### src/rtl/bram_preload_ctl_if.sv
// Purpose: bundles the command, data stream, preload (PL_*) and status signals of bram_preload_ctl.
// Latency: n/a (signal bundle only).
// Backpressure: CMD_READY/DIN_READY carry the controller's backpressure to the upstream source.
interface bram_preload_ctl_if #(
    parameter int DATA_WIDTH = 18,
    parameter int ADDR_WIDTH = 11,
    parameter int ID_WIDTH   = 16
);
    // command channel
    logic                  CMD_VALID;
    logic                  CMD_READY;
    logic                  CMD_WRITE;
    logic                  CMD_BCAST;
    logic [ID_WIDTH-1:0]   CMD_RAM_ID;
    logic [ADDR_WIDTH-1:0] CMD_BASE;
    logic [ADDR_WIDTH:0]   CMD_LEN;
    // data stream
    logic                  DIN_VALID;
    logic                  DIN_READY;
    logic [DATA_WIDTH-1:0] DIN_DATA;
    // preload port towards the BRAM
    logic                  PL_INIT;
    logic                  PL_ENA;
    logic                  PL_WEN;
    logic                  PL_REN;
    logic [31:0]           PL_ADDR;
    logic [DATA_WIDTH-1:0] PL_DATA_IN;
    logic [DATA_WIDTH-1:0] PL_DATA_OUT;
    // status
    logic                  BUSY;
    logic                  DONE;
    logic                  MISMATCH;
    logic [ADDR_WIDTH-1:0] ERR_ADDR;

    // upstream source plus BRAM side
    modport master (
        output CMD_VALID, CMD_WRITE, CMD_BCAST, CMD_RAM_ID, CMD_BASE, CMD_LEN,
        output DIN_VALID, DIN_DATA, PL_DATA_OUT,
        input  CMD_READY, DIN_READY, PL_INIT, PL_ENA, PL_WEN, PL_REN, PL_ADDR, PL_DATA_IN,
        input  BUSY, DONE, MISMATCH, ERR_ADDR
    );

    // the preload controller
    modport slave (
        input  CMD_VALID, CMD_WRITE, CMD_BCAST, CMD_RAM_ID, CMD_BASE, CMD_LEN,
        input  DIN_VALID, DIN_DATA, PL_DATA_OUT,
        output CMD_READY, DIN_READY, PL_INIT, PL_ENA, PL_WEN, PL_REN, PL_ADDR, PL_DATA_IN,
        output BUSY, DONE, MISMATCH, ERR_ADDR
    );
endinterface

### src/rtl/bram_preload_ctl.sv
// Purpose: sequences a load or verify command over the TDP18K_FIFO preload port from a data stream.
// Latency: word accepted in cycle N strobes in N+1, verify compare in N+2; DONE 2 (load) / 3 (verify) cycles after last accept.
// Backpressure: CMD_READY only in IDLE; DIN_READY while words remain in RUN, full 1 word/cycle otherwise.
module bram_preload_ctl #(
    parameter int DATA_WIDTH = 18,
    parameter int ADDR_WIDTH = 11,
    parameter int ID_WIDTH   = 16
) (
    input  logic               CLK,
    input  logic               RST_N,
    bram_preload_ctl_if.slave  bus
);
    localparam int PAD_WIDTH = 32 - ID_WIDTH - ADDR_WIDTH;

    typedef enum logic [1:0] {S_IDLE, S_RUN, S_DRAIN, S_DONE} state_t;

    state_t                state, state_nxt;
    logic [ADDR_WIDTH:0]   rem;
    logic [ADDR_WIDTH-1:0] addr;
    logic [ID_WIDTH-1:0]   ram_id;
    logic                  bcast;
    logic                  wr_mode;

    // stage 1: the strobe cycle
    logic                  s1_wen, s1_ren;
    logic [ADDR_WIDTH-1:0] s1_addr;
    logic [DATA_WIDTH-1:0] s1_data;

    // stage 2: the compare cycle (verify only)
    logic                  s2_vld;
    logic [ADDR_WIDTH-1:0] s2_addr;
    logic [DATA_WIDTH-1:0] s2_exp;

    logic                  mismatch;
    logic [ADDR_WIDTH-1:0] err_addr;

    logic cmd_rdy, din_rdy, busy, done;
    logic cmd_acc, din_acc, last_word;

    assign cmd_acc   = cmd_rdy && bus.CMD_VALID;
    assign din_acc   = din_rdy && bus.DIN_VALID;
    assign last_word = (rem == (ADDR_WIDTH+1)'(1));

    // next-state and state-decoded handshake/status outputs
    always_comb begin
        state_nxt = state;
        cmd_rdy   = 1'b0;
        din_rdy   = 1'b0;
        busy      = 1'b1;
        done      = 1'b0;
        unique case (state)
            S_IDLE: begin
                cmd_rdy = 1'b1;
                busy    = 1'b0;
                if (bus.CMD_VALID)
                    state_nxt = (bus.CMD_LEN == '0) ? S_DONE : S_RUN;
            end
            S_RUN: begin
                din_rdy = (rem != '0);
                if (bus.DIN_VALID && din_rdy && last_word)
                    state_nxt = S_DRAIN;
            end
            // a read still in stage 1 means its compare lands next cycle
            S_DRAIN: begin
                if (!s1_ren)
                    state_nxt = S_DONE;
            end
            S_DONE: begin
                done      = 1'b1;
                state_nxt = S_IDLE;
            end
            default: state_nxt = S_IDLE;
        endcase
    end

    // state register
    always_ff @(posedge CLK or negedge RST_N) begin
        if (!RST_N) state <= S_IDLE;
        else        state <= state_nxt;
    end

    // command fields latched at accept; address and remaining count step per accepted word
    always_ff @(posedge CLK or negedge RST_N) begin
        if (!RST_N) begin
            rem     <= '0;
            addr    <= '0;
            ram_id  <= '0;
            bcast   <= 1'b0;
            wr_mode <= 1'b0;
        end else if (cmd_acc) begin
            rem     <= bus.CMD_LEN;
            addr    <= bus.CMD_BASE;
            ram_id  <= bus.CMD_RAM_ID;
            bcast   <= bus.CMD_BCAST;
            wr_mode <= bus.CMD_WRITE;
        end else if (din_acc) begin
            rem     <= rem - (ADDR_WIDTH+1)'(1);
            addr    <= addr + ADDR_WIDTH'(1);
        end
    end

    // stage 1: turn each accepted word into one write or read strobe
    always_ff @(posedge CLK or negedge RST_N) begin
        if (!RST_N) begin
            s1_wen  <= 1'b0;
            s1_ren  <= 1'b0;
            s1_addr <= '0;
            s1_data <= '0;
        end else begin
            s1_wen <= din_acc && wr_mode;
            s1_ren <= din_acc && !wr_mode;
            if (din_acc) begin
                s1_addr <= addr;
                s1_data <= bus.DIN_DATA;
            end
        end
    end

    // stage 2: hold the expected word until the BRAM read data returns
    always_ff @(posedge CLK or negedge RST_N) begin
        if (!RST_N) begin
            s2_vld  <= 1'b0;
            s2_addr <= '0;
            s2_exp  <= '0;
        end else begin
            s2_vld <= s1_ren;
            if (s1_ren) begin
                s2_addr <= s1_addr;
                s2_exp  <= s1_data;
            end
        end
    end

    // sticky first-mismatch capture, cleared by the next command accept
    always_ff @(posedge CLK or negedge RST_N) begin
        if (!RST_N) begin
            mismatch <= 1'b0;
            err_addr <= '0;
        end else if (cmd_acc) begin
            mismatch <= 1'b0;
            err_addr <= '0;
        end else if (s2_vld && !mismatch && (bus.PL_DATA_OUT != s2_exp)) begin
            mismatch <= 1'b1;
            err_addr <= s2_addr;
        end
    end

    assign bus.CMD_READY  = cmd_rdy;
    assign bus.DIN_READY  = din_rdy;
    assign bus.BUSY       = busy;
    assign bus.DONE       = done;
    assign bus.MISMATCH   = mismatch;
    assign bus.ERR_ADDR   = err_addr;
    assign bus.PL_ENA     = busy;
    assign bus.PL_INIT    = busy && bcast;
    assign bus.PL_WEN     = s1_wen;
    assign bus.PL_REN     = s1_ren;
    assign bus.PL_ADDR    = busy ? {ram_id, {PAD_WIDTH{1'b0}}, s1_addr} : 32'h0;
    assign bus.PL_DATA_IN = s1_wen ? s1_data : '0;
endmodule

### src/flat_wrapper.sv
// flat-port wrapper written by rule: the top's interface ports become plain ports
module bram_preload_ctl_flat 
#(
    parameter int DATA_WIDTH = 18,
    parameter int ADDR_WIDTH = 11,
    parameter int ID_WIDTH   = 16
)
  (CLK, RST_N, bus_CMD_VALID, bus_CMD_WRITE, bus_CMD_BCAST, bus_CMD_RAM_ID, bus_CMD_BASE, bus_CMD_LEN, bus_DIN_VALID, bus_DIN_DATA, bus_PL_DATA_OUT, bus_CMD_READY, bus_DIN_READY, bus_PL_INIT, bus_PL_ENA, bus_PL_WEN, bus_PL_REN, bus_PL_ADDR, bus_PL_DATA_IN, bus_BUSY, bus_DONE, bus_MISMATCH, bus_ERR_ADDR);
  bram_preload_ctl_if #(.DATA_WIDTH(DATA_WIDTH), .ADDR_WIDTH(ADDR_WIDTH), .ID_WIDTH(ID_WIDTH)) bus_i ();
  input  logic CLK;
  input  logic RST_N;
  input wire logic [$bits(bus_i.CMD_VALID)-1:0] bus_CMD_VALID;
  input wire logic [$bits(bus_i.CMD_WRITE)-1:0] bus_CMD_WRITE;
  input wire logic [$bits(bus_i.CMD_BCAST)-1:0] bus_CMD_BCAST;
  input wire logic [$bits(bus_i.CMD_RAM_ID)-1:0] bus_CMD_RAM_ID;
  input wire logic [$bits(bus_i.CMD_BASE)-1:0] bus_CMD_BASE;
  input wire logic [$bits(bus_i.CMD_LEN)-1:0] bus_CMD_LEN;
  input wire logic [$bits(bus_i.DIN_VALID)-1:0] bus_DIN_VALID;
  input wire logic [$bits(bus_i.DIN_DATA)-1:0] bus_DIN_DATA;
  input wire logic [$bits(bus_i.PL_DATA_OUT)-1:0] bus_PL_DATA_OUT;
  output wire logic [$bits(bus_i.CMD_READY)-1:0] bus_CMD_READY;
  output wire logic [$bits(bus_i.DIN_READY)-1:0] bus_DIN_READY;
  output wire logic [$bits(bus_i.PL_INIT)-1:0] bus_PL_INIT;
  output wire logic [$bits(bus_i.PL_ENA)-1:0] bus_PL_ENA;
  output wire logic [$bits(bus_i.PL_WEN)-1:0] bus_PL_WEN;
  output wire logic [$bits(bus_i.PL_REN)-1:0] bus_PL_REN;
  output wire logic [$bits(bus_i.PL_ADDR)-1:0] bus_PL_ADDR;
  output wire logic [$bits(bus_i.PL_DATA_IN)-1:0] bus_PL_DATA_IN;
  output wire logic [$bits(bus_i.BUSY)-1:0] bus_BUSY;
  output wire logic [$bits(bus_i.DONE)-1:0] bus_DONE;
  output wire logic [$bits(bus_i.MISMATCH)-1:0] bus_MISMATCH;
  output wire logic [$bits(bus_i.ERR_ADDR)-1:0] bus_ERR_ADDR;
  assign bus_i.CMD_VALID = bus_CMD_VALID;
  assign bus_i.CMD_WRITE = bus_CMD_WRITE;
  assign bus_i.CMD_BCAST = bus_CMD_BCAST;
  assign bus_i.CMD_RAM_ID = bus_CMD_RAM_ID;
  assign bus_i.CMD_BASE = bus_CMD_BASE;
  assign bus_i.CMD_LEN = bus_CMD_LEN;
  assign bus_i.DIN_VALID = bus_DIN_VALID;
  assign bus_i.DIN_DATA = bus_DIN_DATA;
  assign bus_i.PL_DATA_OUT = bus_PL_DATA_OUT;
  assign bus_CMD_READY = bus_i.CMD_READY;
  assign bus_DIN_READY = bus_i.DIN_READY;
  assign bus_PL_INIT = bus_i.PL_INIT;
  assign bus_PL_ENA = bus_i.PL_ENA;
  assign bus_PL_WEN = bus_i.PL_WEN;
  assign bus_PL_REN = bus_i.PL_REN;
  assign bus_PL_ADDR = bus_i.PL_ADDR;
  assign bus_PL_DATA_IN = bus_i.PL_DATA_IN;
  assign bus_BUSY = bus_i.BUSY;
  assign bus_DONE = bus_i.DONE;
  assign bus_MISMATCH = bus_i.MISMATCH;
  assign bus_ERR_ADDR = bus_i.ERR_ADDR;
  bram_preload_ctl #(.DATA_WIDTH(DATA_WIDTH), .ADDR_WIDTH(ADDR_WIDTH), .ID_WIDTH(ID_WIDTH)) u_core (.CLK(CLK), .RST_N(RST_N), .bus(bus_i));
endmodule
### config.mk
export PLATFORM = sky130hd
export DESIGN_NAME = bram_preload_ctl_flat
export DESIGN_NICKNAME = d
export VERILOG_FILES = /design/src/rtl/bram_preload_ctl_if.sv /design/src/rtl/bram_preload_ctl.sv /design/src/flat_wrapper.sv
export SDC_FILE = /design/constraint.sdc
export NUM_CORES = 1
export LEC_CHECK = 0
export CAP_MARGIN = 0
export CORE_MARGIN = 1.5
export CORE_UTILIZATION = 52
export CTS_CLUSTER_SIZE = 30
export DETAILED_ROUTE_END_ITERATION = 16
export GPL_TIMING_DRIVEN = 0
export PLACE_DENSITY_LB_ADDON = 0.05
export SYNTH_ARGS = -nofsm -noshare
export SYNTH_HDL_FRONTEND = slang
export SYNTH_SLANG_ARGS = --single-unit
### constraint.sdc
create_clock -name CLK -period 2.8 [get_ports CLK]
set_input_delay 0.7 -clock CLK [delete_from_list [all_inputs] [get_ports CLK]]
set_output_delay 0.7 -clock CLK [all_outputs]
set_load 0.005 [all_outputs]
## Yosys cells after proc, flatten, opt, wreduce, memory -nomap -nowiden

Index checks and enable logic that the tools add are counted.
Widths: inputs -> output; s select.

- Add/subtract/negate cells: 2
- Eq/ne operators: 8
- Muxes and demuxes: 19
- Reductions and logical operators: 17

Operators with widths:

| operator | number |
|---|---|
| $mux 11 | 4 |
| $mux 32 | 1 |
| $mux 12 | 2 |
| $mux 18 | 1 |
| $ne 18x18->1 | 1 |
| $eq 12x1->1 const B | 1 |
| $logic_not 12->1 | 1 |
| $reduce_bool 12->1 | 1 |
| $sub 12x1->12 const B | 1 |
| $add 11x1->11 const B | 1 |
| $logic_and 1x1->1 | 9 |
| $mux 2 | 4 |
| $pmux 2 s4 | 1 |
| $mux 1 | 6 |
| $eq 2x2->1 const B | 2 |
| $ne 2x2->1 const B | 2 |
| $reduce_bool 2->1 | 2 |
| $reduce_and 3->1 | 1 |
| $eq 2x1->1 const B | 1 |
| $logic_not 1->1 | 2 |
| $logic_not 2->1 | 1 |
| $ne 2x1->1 const B | 1 |

- Flip-flop bits (word level): 116
- Bits of input ports: 81
- Output and inout bits: 70
- Word-level logic and storage cells: 61

## Logic depth before layout (Yosys ltp)

Gate-level depths: netlist of the first run.

- Word-level depth: 5
- Mapped depth: 9
- Mapped depth without buffers: 7

## Worst setup path after synthesis of the first run

No wires, ideal clock.

- Path kind: register -> output
- From: register u_core.state[0]
- To: output bus_PL_ADDR[10]
- Arrival: 1.389 ns
- Data required time: 2.100 ns
- Path slack: 0.711 ns
- Stages on the path, launching flop included: 6
- Buffers on the path: 2
- Path through: dfrtp_1 inv_1 ha_1 clkbuf_1 clkbuf_1 nor2b_1

- Word-level cells in the longest chain between the ends: 2

Ends and longest elaborated chain:

| element | RTL line | text |
|---|---|---|
| start, declared | bram_preload_ctl.sv:17 | `state_t state, state_nxt;` |
| start signal, assigned | bram_preload_ctl.sv:79 | `else state <= state_nxt;` |
| $logic_not 2->1 | bram_preload_ctl.sv:51 | `unique case (state)` |
| $mux 32 | bram_preload_ctl.sv:158 | `assign bus.PL_ADDR = busy ? {ram_id, {PAD_WIDTH{1'b0}}, s1_addr} : 32'h0;` |
| end, declared | flat_wrapper.sv:27 | `output wire logic [$bits(bus_i.PL_ADDR)-1:0] bus_PL_ADDR;` |

No other way between the ends.

## Worst setup path after layout of the first run

- From: register u_core.rem[5]
- To: output bus_DIN_READY

- Word-level cells in the longest chain between the ends: 2

Ends and longest elaborated chain:

| element | RTL line | text |
|---|---|---|
| start, declared | bram_preload_ctl.sv:18 | `logic [ADDR_WIDTH:0] rem;` |
| start signal, assigned | bram_preload_ctl.sv:91 | `rem <= bus.CMD_LEN;` |
| start signal, assigned | bram_preload_ctl.sv:97 | `rem <= rem - (ADDR_WIDTH+1)'(1);` |
| $reduce_bool 12->1 | bram_preload_ctl.sv:59 | `din_rdy = (rem != '0);` |
| $mux 1 | bram_preload_ctl.sv:51 |  |
| end, declared | flat_wrapper.sv:22 | `output wire logic [$bits(bus_i.DIN_READY)-1:0] bus_DIN_READY;` |

No other way between the ends.

==> run metrics, run 1 <==
worst vdd ir just over 0.0006 V; Clock transition at path regs about 60 ps; count leader, synth dfrtp_1; Layout fillers 737; HPWL Detailed about 9300 um; CP Launch Type flop; FMAX 361 MHz; sequential share of the synthesized area 53.6%; Final period util between 90% and 100%; leading area contributor after synthesis dfrtp_1; # clock sinks 116; total CTS buffers 17; net count reported at finish around 750; Ys Warns 0; share of the synthesized area in the top cell type ~54%; DRT antenna net count 0; CTS root buffer clkbuf_8; count of cell types in the netlist 41; clock latency at the later pin of the worst-skew pair around 510 ps; # rows 37; first-pass GRT wire length 22100 um; status completed; First DRT Iteration DRCs ~210; Total GRT Usage 25.6%; multi-input logic area roughly 0.0024 mm^2; final setup fails 0; Wirelength per Cell ~17 um; Die Wd between 100 and 150 um; vias in the first global route 4480; critical path data required time between 2000 and 2500 ps; Power, Total around 8600 uW; final std cells w/o fill 813; synthesized area per cell between 10 and 15 um^2; crit path max fanout 4; Slew Viols, Final 0; Hold Crit Class primary input to async pin; Pwr Density 1110 mW/mm^2; combinational family with the most area after synthesis simple AND/OR/NAND/NOR gates; Post-synth EDFFs 0; core area about 0.010 mm^2; Max Cap Viol 0; Period minus WS final between 2000 and 3000 ps; final core utilization between 70% and 80%; Crit. End Element primary output; Leak Pwr 0.00339 uW; routability cong. around 0.85; Worst Path Arrival between 2000 and 2500 ps; final hold vios 0; Slew HR approximately 55%; adder-cell share of the synthesized area ~1.8%; total grt overflow 0; ratio of cells with drive above 1 in the final layout a little under a fifth; Die Area approximately 0.011 mm^2; sequential cell area 0.00291 mm^2; Via density 5.24; Slew @ Worst Pin ~680 ps; Synth area leaders dfrtp_1 54%, mux2_2 12%, nand2_1 5.6%; DR vias roughly 4300; Remaining DRCs 0; CTS max path bufs 2; most frequent cells after synthesis 116 x dfrtp_1, 81 x nand2_1, 56 x mux2_2; FF+latch count, synth 116; critical path type flop to primary output; Starting Density between 50% and 60%; Synth Area in XOR/XNOR roughly 6.1%; Compound-Gate Fraction of Synth Area under 10%; placed instance count ~770; Post-CTS Hold Buffers 0; P&R area growth vs syn 44.0%; CTS tree done; initial antenna violation count 0; multiplexer share of the synthesized area around 13%; H-tree level count 4; Main synth FF type dfrtp_1; Post-Synth Simple-Gate Area ~16%; Mapped Area about 0.0054 mm^2; IO Pins 151; port buffer count approximately 150; Die Y 105 um; skew final between 9 and 10 ps; Pre-antenna DRT Iters 5; largest net degree at the start of global routing 79; Post-synth ARST share 100%; final WL ~13000 um; diodes inserted 0; Mapped Cells between 400 and 500
==> sequential cells by signal, summed over array words and instances, names as in the netlist, 2 cells and up <==
register	count
u_core.state	2
u_core.s2_exp	18
u_core.addr	11
u_core.s1_data	18
u_core.s1_addr	11
u_core.bus.ERR_ADDR	11
u_core.rem	12
u_core.ram_id	16
u_core.s2_addr	11
==> final timing paths <==
path / startpoint / endpoint / slack (ps) / cells after the start
max in group asynchronous: RST_N / u_core.s1_addr[8] / 1990 / 2
worst min-delay path: RST_N / u_core.s2_exp[4] / 100 / 1
min in group CLK: u_core.ram_id[1] / u_core.ram_id[1] / 470 / 2
worst max register to register: u_core.state[0] / u_core.addr[6] / 590 / 6
worst min register to register: u_core.ram_id[1] / u_core.ram_id[1] / 470 / 2
worst max-delay path: u_core.rem[5] / bus_DIN_READY / 30 / 4
==> metrics by stage <==
stage,setup slack (ps),setup TNS (ps),hold slack (ps),instance area (um^2)
floorplan,711,0,404,5430
global placement,-3390,-393080,430,7050
detailed placement,-155,-1400,451,7080
CTS,6.20,0,102,7720
global route,-37.0,-53.8,112,7790
finish,27.9,0,96.9,7790
==> layer usage <==
metal | vias up | part of all wire [%] | GRT usage, %
met5 | - | 0 | 0
met2 | 176 | 49 | 42.3
li1 | 1991 | - | -
met1 | 2072 | 43 | 33.1
met4 | 0 | 1.8 | 7.83
met3 | 22 | 6.2 | 6.55
==> repair_timing <==
action,in CTS,in global routing
gates cloned,0,0
endpoints found under the hold margin,0,0
setup buffers,2,5
setup endpoints to repair,29,25
pin swaps,0,3
gates resized for setup,19,14
==> layout make-up <==
| class | instances | share of cell area, % |
|---|---|---|
| Buffer | 29 | 2.13 |
| Multi-Input combinational cell | 339 | 30.7 |
| Clock inverter | 15 | 2.31 |
| Timing Repair Buffer | 153 | 19.7 |
| Clock buffer | 17 | 5.31 |
| Inverter | 8 | 0.385 |
| Sequential cell | 116 | 37.3 |
| Tap cell | 136 | 2.18 |
==> worst max-delay path, stage by stage (launching register included) <==
cell             delay, ps
dfrtp_2                450
nor4_4                 320
nand3_1                140
o21a_1                 210
clkdlybuf4s50_1        450
==> cells by family (layout without fill, tap and decap cells) <==
logic type,count (synthesis),count (layout)
buffers and inverters,37,222
and+or+nand+nor,180,180
other,1,5
xor gates and xnor gates,38,38
DFF,116,116
adders and majority gates,8,8
muxes,61,61
AOI/OAI and AO/OA,47,47
==> report_power, final <==
group / internal, uW / leakage [uW] / switching, uW / total (uW)
sequential: 2500 / 0.00140 / 670 / 3170
combinational: 1910 / 0.00170 / 1390 / 3300
clock: 1360 / 0.000285 / 789 / 2150
==> cells in the final DEF, fill, tap and decap left out, drive strengths merged, types with 2 or more instances in the layout <==
master / count
mux2i: 2
nor2: 17
o21ai: 13
nor3: 5
dlymetal6s2s: 4
and2: 19
xor2: 19
dfrtp: 116
ha: 8
buf: 21
nor2b: 29
xnor2: 19
clkinvlp: 3
nor4: 5
mux2: 59
inv: 11
nand3: 7
nand2: 81
clkbuf: 34
a22o: 11
or4: 2
clkdlybuf4s50: 134
nand4: 8
dlygate4sd2: 6
clkinv: 6
and3: 4
bufinv: 3
conb: 5
a21oi: 13
No activity file was read; power rests on OpenSTA's default activity.
==> run 2, diff against run 1 <==
- CORE_MARGIN: 1.5 -> 5
==> run metrics, run 2 (synthesis gave the netlist of run 1 again) <==
First DRT Iteration DRCs 257 (+22%); P&R area growth vs syn 44.9%; most frequent cells in the layout 128 x clkdlybuf4s50_1, 113 x dfrtp_1, 81 x nand2_1; net count reported at finish 751 (-0.27%); Slew HR 51.9% (-2.9 points); Worst Path Arrival 1990 ps (-80 ps); total grt overflow 0 (unchanged); skew final 7.91 ps (-1.82 ps); status completed; Hold Crit Class primary input to async pin; RSZ-0062 raised after global routing false; CTS tree done; ratio of cells with drive above 1 in the final layout 18.5% (-0.39 points); critical path data required time 2100 ps (about the same); initial antenna violation count 0 (unchanged); Leak Pwr 0.00345 uW (+1.7%); diodes inserted 0 (unchanged); port buffer count 145 (unchanged); worst vdd ir 0.000636 V (+5.4%); worst-path cell chain inv_1, ha_4, clkbuf_8, nor2b_1, clkdlybuf4s50_1; Wirelength per Cell 17.6 um (+6.7%); total CTS buffers 17 (unchanged); Crit. End Element primary output; Final period util 96.0% (-3.0 points); final WL 14300 um (+6.5%); Die Area 0.0125 mm^2 (+14%); Clock transition at path regs 60 ps (about the same); CP Launch Type flop; CTS max path bufs 2 (unchanged); Post-CTS Hold Buffers 0 (unchanged); Slew Viols, Final 0 (unchanged); Via density 5.21 (-0.65%); CTS root buffer clkbuf_8; core area 0.0102 mm^2 (unchanged); Max Cap Viol 0 (unchanged); # clock sinks 116 (unchanged); Layout fillers 675 (-8.4%); Period minus WS final 2690 ps (-85.3 ps); clock latency at the later pin of the worst-skew pair 500 ps (about the same); Die Y 112 um (+6.7%); CP max stage delay 520 ps (+70 ps); commonest non-fill, non-tap cell in the layout clkdlybuf4s50_1; Reg2Reg Depth 6 (unchanged); Die Wd 112 um (+6.7%); dpl ws -131 ps (+23.7 ps); HPWL Detailed 9950 um (+7.0%); Slew @ Worst Pin 722 ps (+43.6 ps); Pre-antenna DRT Iters 5 (unchanged); final hold vios 0 (unchanged); Starting Density 52.9% (unchanged); DR vias 4223 (-0.89%); first-pass GRT wire length 23500 um (+6.2%); routability cong. 0.835 (-1.3%); # rows 37 (unchanged); Total GRT Usage 23.5% (-2.1 points); Remaining DRCs 0 (unchanged); IO Pins 151 (unchanged); crit path max fanout 10 (+6); Pwr Density 1120 mW/mm^2 (+1.5%); critical path type flop to primary output; FMAX 372 MHz (+3.2%); placed instance count 774 (unchanged); vias in the first global route 4551 (+1.6%); Top Registers u_core.s1_data: 18 flops, u_core.s2_exp: 18 flops, u_core.ram_id: 16 flops; DRT antenna net count 0 (unchanged); design area 0.00785 mm^2 (+0.64%); final setup margin 113 ps (+85.3 ps); Slowest cell on crit path clkdlybuf4s50_1; final std cells w/o fill 811 (-0.25%); H-tree level count 4 (unchanged); largest net degree at the start of global routing 66 (-16%); final setup fails 0 (unchanged); Post-DP Area 0.00708 mm^2 (unchanged)
[run 2: changes by cell type in the layout (fill, tap and decap cells not counted), moves of 3 or more]
cell | before | now
clkbuf_8 | 3 | 7
clkdlybuf4s50_1 | 134 | 128
clkinv_4 | 3 | 0
dlygate4sd2_1 | 6 | 10
inv_6 | 3 | 0
[run 2: critical path: cells and delay by family (launching register included)]
kind | cells | cell delay, ps
buf+inv | 3 | 790
flops | 1 | 360
fa+ha+maj | 1 | 200
simple gates | 1 | 140
[run 2: metrics by stage]
step | hold WS [ps] | utilization [%] | total power [uW] | setup TNS (ps)
after floorplan | 404 | - | 4840 | 0
after global placement | 431 | 68.9 | 6190 | -393690
after detailed placement | 436 | 69.2 | 6350 | -1130
after CTS | 138 | 76.3 | 8850 | 0
after global routing | 158 | 76.7 | 9380 | 0
final | 132 | 76.7 | 8820 | 0
[run 2: power breakdown]
part           internal [uW]  total (uW)  switching, uW
combinational           1870        3310           1430
sequential              2510        3170            662
clock                   1620        2340            717
total                   6000        8820           2810
[run 2: layer usage]
| metal | routed length, um | vias to the layer above | track usage, % |
|---|---|---|---|
| met3 | 1030 | 10 | 8.30 |
| met5 | 0 | - | 0 |
| met1 | 5990 | 2063 | 28.4 |
| li1 | - | 1990 | - |
| met2 | 7160 | 160 | 40.4 |
| met4 | 121 | 0 | 6.01 |
[run 2: final timing paths]
kind,from,to,slack (ps)
max in group asynchronous,RST_N,u_core.ram_id[8],1980
worst max register to register,u_core.state[1],u_core.addr[10],620
min in group CLK,u_core.wr_mode,u_core.bus.PL_REN,450
worst min-delay path,RST_N,u_core.s1_data[4],130
worst min register to register,u_core.wr_mode,u_core.bus.PL_REN,450
worst max-delay path,u_core.state[1],bus_PL_ADDR[29],110
[run 2: repair_timing]
item | 4_1_cts | 5_1_grt
gates resized for setup | 25 | 15
endpoints found under the setup margin | 32 | 12
buffers inserted | 4 | 1
pin swaps | 3 | 1
endpoints found under the hold margin | 0 | 0
[run 2: layout make-up]
class                      count  area, um^2  share of cell area, %
sequential                   116        2910                   37.0
clock inverter                 9         173                   2.20
timing repair buffer         151        1520                   19.4
clock buffer                  23         477                   6.08
tap                          136         170                   2.17
buffer                        29         166                   2.12
multi-input combinational    339        2400                   30.6
inverter                       8        30.0                  0.383
==> run 3, diff against run 2 <==
- CORE_UTILIZATION: 52 -> 44
- clock period: 2.8 -> 2.2 ns (I/O delays scaled with it)
==> run metrics, run 3 (synthesis gave the netlist of run 1 again) <==
Remaining DRCs 0 (unchanged); Crit path depth 4 (-1); worst vdd ir 0.000622 V (-2.2%); CP startpoint u_core.rem[6]; final setup fails 0 (unchanged); initial antenna violation count 0 (unchanged); CP Launch Type flop; total grt overflow 0 (unchanged); Worst Path Arrival 1620 ps (-370 ps); CTS tree done; Max Cap Viol 0 (unchanged); crit path max fanout 3 (-7); Leak Pwr 0.00351 uW (+1.9%); CP max stage delay 430 ps (-90 ps); Die Wd 121 um (+7.9%); FMAX roughly 460 MHz; Hold Crit Class primary input to async pin; final core utilization 65.5% (-11 points); total CTS buffers 17 (unchanged); RSZ-0062 raised after global routing true; IO Pins 151 (unchanged); Reg2Reg Launch Point u_core.state[1]; worst-path cell chain nor4_4, nand3_1, o21a_1, buf_2; CTS max path bufs 2 (unchanged); Slowest cell on crit path dfrtp_2; CP Capture Point bus_DIN_READY; final WL 14300 um (about the same); final hold vios 0 (unchanged); design area 0.00787 mm^2 (+0.26%); CTS root buffer clkbuf_16; DRT antenna net count 0 (unchanged); Die Y 121 um (+7.9%); Slew HR 48.4% (-3.5 points); # rows 40 (+8.1%); Starting Density 45.1% (-7.8 points); port buffer count 145 (unchanged); status completed; routability cong. 0.762 (-8.7%); worst hold slack 92.4 ps (-39.5 ps); first-pass GRT wire length 23200 um (-1.2%); Layout fillers 978 (+45%); H-tree level count 4 (unchanged); Period minus WS final approximately 2200 ps; Via density 5.03 (-3.4%); core area 0.0120 mm^2 (+17%); ratio of cells with drive above 1 in the final layout 25.4% (+6.9 points); net count reported at finish 767 (+2.1%); largest net degree at the start of global routing 64 (-3.0%); FF-to-FF setup slack 140 ps (-480 ps); final setup margin 26.0 ps (-87.2 ps); Final period util between 90% and 100%; Post-DP Area 0.00709 mm^2 (+0.19%); HPWL Detailed 10100 um (+1.1%); CP Buf/Inv Count 1 (-2); dpl ws -625 ps (-495 ps); Crit. End Element primary output; most frequent cells in the layout 114 x dfrtp_1, 109 x clkdlybuf4s50_1, 81 x nand2_1; Reg2Reg Depth 9 (+3); Slew @ Worst Pin 774 ps (+52.1 ps); delay-heaviest family, CP simple AND/OR/NAND/NOR gates; DR vias 4198 (-0.59%); Clock transition at path regs 50 ps (about the same); Total GRT Usage 20.6% (-3.0 points); Pre-antenna DRT Iters 4 (-1); Top Registers u_core.s1_data: 18 flops, u_core.s2_exp: 18 flops, u_core.ram_id: 16 flops; # clock sinks 116 (unchanged); TNS Setup 0 ps (unchanged); Slew Viols, Final 0 (unchanged); Die Area 0.0146 mm^2 (+16%); diodes inserted 0 (unchanged); P&R area growth vs syn 45.3%; Wirelength per Cell 17.1 um (-2.9%); First DRT Iteration DRCs 272 (+5.8%); reg2reg end u_core.rem[4]; critical path data required time 1650 ps (-450 ps); critical path type flop to primary output; skew final 7.75 ps (-0.154 ps); clock latency at the later pin of the worst-skew pair 420 ps (-80 ps); vias in the first global route 4448 (-2.3%); commonest non-fill, non-tap cell in the layout dfrtp_1; Pwr Density 1400 mW/mm^2 (+25%)
[run 3: cell types whose count changed in the layout (fill, tap and decap cells not counted), moves of 4 or more]
cell and delta:
buf_2 +21, buf_4 +13, buf_6 +4, clkbuf_2 +6, clkdlybuf4s50_1 -19, dlygate4sd2_1 -7
nor2b_1 -5
[run 3: routing by layer]
metal  vias to the layer above  global-route usage, %  part of all wire, %
met3                        15                   8.44                  7.7
met5                         -                      0                    0
met1                      2036                   26.0                   43
met4                         0                   6.94                  1.0
met2                       128                   32.1                   48
li1                       2019                      -                    -
[run 3: power by group]
part | internal [uW] | total [uW] | switching, uW
Clock | 1760 | 2660 | 907
Sequential | 3190 | 3990 | 807
Combinational | 2480 | 4380 | 1900
Total | 7430 | 11000 | 3610
[run 3: timing repair]
action | in CTS | in global routing
buffers inserted | 13 | 8
endpoints found under the setup margin | 74 | 63
resized for setup | 131 | 35
cloned | 2 | 0
hold buffers | 0 | 0
pin swaps | 5 | 5
[run 3: worst min-delay path by stage]
stage / start / endpoint
floorplan: RST_N / u_core.addr[0]
global placement: u_core.wr_mode / u_core.bus.PL_REN
detailed placement: u_core.wr_mode / u_core.bus.PL_REN
CTS: RST_N / u_core.s1_data[4]
global route: RST_N / u_core.s1_data[4]
finish: RST_N / u_core.s1_data[4]
[run 3: stage by stage]
| stage | std cells | power, uW |
|---|---|---|
| after global routing | 835 | 11800 |
| final | 835 | 11000 |
| after detailed placement | 785 | 8070 |
| after floorplan | 492 | 6160 |
| after global placement | 784 | 7940 |
| after CTS | 829 | 11000 |
[run 3: cell type report]
class	count	area (um^2)	area share, %
Buffer	28	200	2.55
Clock inverter	5	75.1	0.955
Tap cell	147	184	2.34
Clock buffer	24	492	6.25
Inverter	8	32.5	0.414
Timing Repair Buffer	168	1530	19.5
Sequential cell	116	2910	36.9
Multi-Input combinational cell	339	2440	31.1
[run 3: worst reg2reg max path: stages, from the launching register on]
cell and delay (ps):
dfrtp_1 400, inv_2 90, buf_4 120, ha_1 170
nand2_1 120, a41oi_4 290, buf_2 370, nand2_1 110
xor2_1 160, o21ai_0 160
